<file path="src/rtl/run_ctrl_pkg.sv">
// rtl/run_ctrl_pkg.sv - shared types and constants for the program-run controller
package run_ctrl_pkg;

  // Controller states; busy covers ARMED through STEP_EXEC
  typedef enum logic [2:0] {
    IDLE      = 3'd0,
    ARMED     = 3'd1,
    RUN       = 3'd2,
    STEP_WAIT = 3'd3,
    STEP_EXEC = 3'd4,
    DONE      = 3'd5,
    FAULT     = 3'd6
  } run_state_e;

  // Instruction the core top level feeds the decoder while run is low
  localparam logic [8:0] NOP_INSTR = 9'h1FF;

  // Program-select width; a single program still needs a 1-bit select port
  function automatic int sel_width(input int num_prog);
    return (num_prog <= 1) ? 1 : $clog2(num_prog);
  endfunction

endpackage

</file>
<file path="src/rtl/sat_counter.sv">
// rtl/sat_counter.sv - up-counter with synchronous clear that sticks at all-ones
module sat_counter #(
  parameter int W = 16
) (
  input  logic         clk,
  input  logic         reset,
  input  logic         clear,
  input  logic         en,
  output logic [W-1:0] count,
  output logic [W-1:0] count_next
);

  localparam logic [W-1:0] MAX = '1;
  localparam logic [W-1:0] ONE = W'(1);

  // Value the counter takes if enabled this cycle; exposed so callers can
  // compare against a limit in the same cycle the increment happens
  assign count_next = (count == MAX) ? count : count + ONE;

  // Clear wins over enable so a restart never carries a stale count
  always_ff @(posedge clk) begin
    if (reset || clear) begin
      count <= '0;
    end else if (en) begin
      count <= count_next;
    end
  end

endmodule

</file>
<file path="src/rtl/run_ctrl.sv">
// rtl/run_ctrl.sv - program-run controller: arm/preload, run, single-step, watchdog, done
module run_ctrl
  import run_ctrl_pkg::*;
#(
  parameter int                       PC_W      = 10,
  parameter int                       CNT_W     = 16,
  parameter int                       NUM_PROG  = 4,
  parameter logic [NUM_PROG*PC_W-1:0] PROG_BASE = {10'd768, 10'd512, 10'd256, 10'd0},
  parameter int                       TIMEOUT   = 0,
  localparam int                      SEL_W     = sel_width(NUM_PROG)
) (
  input  logic             clk,
  input  logic             reset,
  input  logic             start,
  input  logic [SEL_W-1:0] prog_sel,
  input  logic             step_mode,
  input  logic             step,
  input  logic             core_done,
  output logic             run,
  output logic             pc_load,
  output logic [PC_W-1:0]  pc_load_addr,
  output logic             pc_hold,
  output logic             done,
  output logic             fault,
  output logic             busy,
  output logic [CNT_W-1:0] cycle_count
);

  // Table is padded to a power of two so any select value indexes a real entry
  localparam int                TAB_N      = 1 << SEL_W;
  localparam longint            CNT_MAX    = (longint'(1) << CNT_W) - 1;
  // A limit the saturating counter can never reach is treated as disabled
  localparam bit                WD_EN      = (TIMEOUT > 0) && (longint'(TIMEOUT) <= CNT_MAX);
  localparam logic [CNT_W-1:0]  WD_LIMIT   = WD_EN ? CNT_W'(TIMEOUT) : '0;
  localparam logic [SEL_W:0]    NUM_PROG_V = (SEL_W + 1)'(NUM_PROG);

  if (TIMEOUT != 0 && !WD_EN) begin : g_wd_unreachable
    $warning("run_ctrl: TIMEOUT exceeds cycle counter range, watchdog disabled");
  end

  run_state_e       state;
  logic [SEL_W-1:0] sel_q;
  logic             sel_ok;
  logic             accept;
  logic             wd_hit;
  logic [CNT_W-1:0] count;
  logic [CNT_W-1:0] count_next;
  logic [PC_W-1:0]  base_tab [TAB_N];

  for (genvar i = 0; i < TAB_N; i++) begin : g_tab
    if (i < NUM_PROG) begin : g_used
      assign base_tab[i] = PROG_BASE[i*PC_W +: PC_W];
    end else begin : g_pad
      assign base_tab[i] = '0;
    end
  end

  // Out-of-range program numbers fall back to program 0
  assign sel_ok = ({1'b0, prog_sel} < NUM_PROG_V);

  // A new run is only accepted from a resting state; start while busy is ignored
  assign accept = start && (state == IDLE || state == DONE || state == FAULT);

  // Watchdog compares the count this cycle will produce, so the fault lands
  // right after the TIMEOUT-th executed cycle
  assign wd_hit = WD_EN && (count_next == WD_LIMIT);

  // Control FSM; core_done beats the watchdog, which beats a step-mode pause
  always_ff @(posedge clk) begin
    if (reset) begin
      state <= IDLE;
      sel_q <= '0;
    end else begin
      case (state)
        IDLE, DONE, FAULT: begin
          if (start) begin
            state <= ARMED;
            sel_q <= sel_ok ? prog_sel : '0;
          end
        end
        ARMED: begin
          if (!start) begin
            state <= step_mode ? STEP_WAIT : RUN;
          end
        end
        RUN: begin
          if (core_done) begin
            state <= DONE;
          end else if (wd_hit) begin
            state <= FAULT;
          end else if (step_mode) begin
            state <= STEP_WAIT;
          end
        end
        STEP_WAIT: begin
          if (!step_mode) begin
            state <= RUN;
          end else if (step) begin
            state <= STEP_EXEC;
          end
        end
        STEP_EXEC: begin
          if (core_done) begin
            state <= DONE;
          end else if (wd_hit) begin
            state <= FAULT;
          end else begin
            state <= STEP_WAIT;
          end
        end
        default: state <= IDLE;
      endcase
    end
  end

  sat_counter #(
    .W(CNT_W)
  ) u_cycle_cnt (
    .clk       (clk),
    .reset     (reset),
    .clear     (accept),
    .en        (run),
    .count     (count),
    .count_next(count_next)
  );

  assign run          = (state == RUN) || (state == STEP_EXEC);
  assign pc_hold      = ~run;
  assign pc_load      = (state == ARMED);
  assign pc_load_addr = pc_load ? base_tab[sel_q] : '0;
  assign done         = (state == DONE) || (state == FAULT);
  assign fault        = (state == FAULT);
  assign busy         = (state == ARMED) || (state == RUN) ||
                        (state == STEP_WAIT) || (state == STEP_EXEC);
  assign cycle_count  = count;

endmodule

</file>
<file path="config.mk">
export PLATFORM = sky130hd
export DESIGN_NAME = run_ctrl
export DESIGN_NICKNAME = d
export VERILOG_FILES = /design/src/rtl/run_ctrl_pkg.sv /design/src/rtl/sat_counter.sv /design/src/rtl/run_ctrl.sv
export SDC_FILE = /design/constraint.sdc
export NUM_CORES = 1
export LEC_CHECK = 0
export CAP_MARGIN = 20
export CORE_MARGIN = 2
export CORE_UTILIZATION = 50
export CTS_CLUSTER_DIAMETER = 40
export CTS_CLUSTER_SIZE = 12
export DETAILED_ROUTE_END_ITERATION = 8
export DONT_BUFFER_PORTS = 1
export GPL_ROUTABILITY_DRIVEN = 0
export SYNTH_ARGS = -nofsm -noshare
export SYNTH_HDL_FRONTEND = slang
export SYNTH_HIERARCHICAL = 1
export SYNTH_SLANG_ARGS = --single-unit
</file>
<file path="constraint.sdc">
create_clock -name clk -period 4.9 [get_ports clk]
set_input_delay 0.245 -clock clk [delete_from_list [all_inputs] [get_ports clk]]
set_output_delay 0.245 -clock clk [all_outputs]
set_load 0.05 [all_outputs]
</file>
==> flow_summary.yaml <==
logic_synthesis:
  syn-mean-instance-area_um2: 8.42
  synthesis.area_um2: 1430
  yosys_warnings: 6
  post_synth_inst_count: 170
clock_tree:
  htreeDepth: 1
  clk_pin_slew_ns: 0.12
  cts-buffers-inserted: 3
  cts-resized-gates: 0
  clk-insertion-delay-late_ns: 0.31
  clk_root_buffer_cell: "sky130_fd_sc_hd__clkbuf_4"
  clock-sinks: 21
  clock_tree_from_tritoncts: "built"
  cts.path.max_buffers: 2
detailed_routing:
  antenna_left: 0
  first_iter_violations: 59
  post_drt_wl_per_cell_um: 15.5
  route.final.wire_length_um: 3030
  vias_per_cell: 6.51
  routed_vias: 1269
  drc_errors: 0
  drt_pass1_iterations: 5
floorplan:
  io_pins: 40
  die-area_um2: 3310
  chipWidth_um: 57.5
  floorplan.rows: 19
  core_area_um2: 2730
  die_height_um: 57.5
  initial_utilization_pct: 52.4
sta:
  final.setup_skew_ns: 0.0113
  fin_crit_sh_pct: 53.4
  final-setup-viol-count: 0
  time_the_worst_path_needs_with_i_o_delays_and_setup_ns: 2.62
  report.final.slew_viol_count: 0
  grt_setup_unrepaired: "false"
  actual_slew_at_the_worst_max_slew_pin_ns: 1.09
  totalNegativeSetupSlack_ns: 0
  timing.max_slew.rel_slack_pct: 27.1
  f_max_mhz: 382
  hold_slack_ns: 0.0808
  finalHoldViolations: 0
final_layout:
  layout_commonest_cell: "sky130_fd_sc_hd__dfxtp_1"
  antennaDiodeCount: 0
  fraction_of_final_layout_cells_sized_beyond_drive_strength_1_pct: 11.6
  most-common-layout-cells: "sky130_fd_sc_hd__dfxtp_1 (21), sky130_fd_sc_hd__a21oi_1 (15), sky130_fd_sc_hd__nand2_1 (13)"
  flow.area_growth_from_synthesis_pct: -0.612
  final_util_pct: 52.0
  design.final.nets: 174
global_routing:
  vias_in_the_first_global_route: 1048
  grt_first_pass_wirelength_um: 4930
  antenna_found_initial: 0
  gr-usage-all-layers_pct: 18.5
  total_congestion_overflow_after_global_routing: 0
  grt_start_max_net_pins: 18
placed_design:
  io_buffer_count: 0
  dp.final_hpwl_um: 2220
critical_path:
  startpoint_type: "flop"
  cpLargestDelayFamily: "simple AND/OR/NAND/NOR gates"
  timing.critical_path.slowest_stage_cell: "sky130_fd_sc_hd__nor3_2"
  critical_path.max_stage_delay_ns: 0.79
  worstSetupEndpointType: "primary output"
  crit_arrival_ns: 2.37
  crit_path_cell_trace: "inv_2, nor3_2, and2_1"
  critical_path.n_buffers_inverters: 1
  worst_ep_required_time_ns: 4.66
  timing.setup.critical_path_class: "reg -> out"
  worst-path-max-fanout: 10
outcome:
  run_status: "finished, final reports clean"
job:
  drv.max_cap_violation_count: 0
power_and_ir_drop:
  vdd.ir_drop.worst_v: 0.000428
  power-per-cell-area_nw_per_um2: 497
  p_leak_nw: 0.493
hold_path:
  hp-class: "in -> reg"
-- where the power goes --
group / leakage, nW / switching [W] / total [W] / internal, W
Combinational: 0.307 / 0.000261 / 0.000363 / 0.000102
Sequential: 0.170 / 0.0000686 / 0.000259 / 0.000190
Clock: 0.0150 / 0.0000529 / 0.0000847 / 0.0000318
Total: 0.493 / 0.000383 / 0.000707 / 0.000324
-- per-stage QoR --
| step | instances | setup WS (ns) | cell area [µm²] | total power, W |
|---|---|---|---|---|
| detailed placement | 190 | 2.37 | 1390 | 0.000626 |
| finish | 195 | 2.28 | 1420 | 0.000707 |
| floorplan | 177 | 2.38 | 1460 | 0.000590 |
| CTS | 195 | 2.27 | 1420 | 0.000713 |
| global route | 195 | 2.16 | 1420 | 0.000749 |
| global placement | 190 | 2.44 | 1390 | 0.000618 |
-- routing by layer --
layer	vias up	track usage [%]	routed length, µm
met4	0	1.99	0
met2	43	28.7	1410
met5	-	0	0
li1	608	-	-
met3	0	4.76	192
met1	618	26.7	1430
-- final timing paths --
path | start | end | slack, ns | cells after the start
max reg2reg | u_cycle_cnt/count[0] | u_cycle_cnt/count[10] | 2.37 | 5
max | state[0] | pc_load_addr[9] | 2.28 | 3
min | prog_sel[0] | sel_q[0] | 0.08 | 2
min reg2reg | sel_q[1] | sel_q[1] | 0.49 | 2
-- sequential cells by signal, indices dropped and copies added, names as in the netlist --
register           flops
u_cycle_cnt/count     16
state                  3
sel_q                  2
-- final cells by class --
type / count / area [µm²]
Timing Repair Buffer: 2 / 17.5
Sequential cell: 21 / 420
Fill cell: 274 / 1310
Tap cell: 31 / 38.8
Inverter: 5 / 18.8
Multi-Input combinational cell: 132 / 901
Clock buffer: 4 / 26.3
-- timing repair --
item	in CTS	in global routing
hold endpoints to repair	5	0
hold buffers	1	0
setup endpoints to repair	0	0
buffers inserted	0	0
Power figures use the tool's default switching activity.
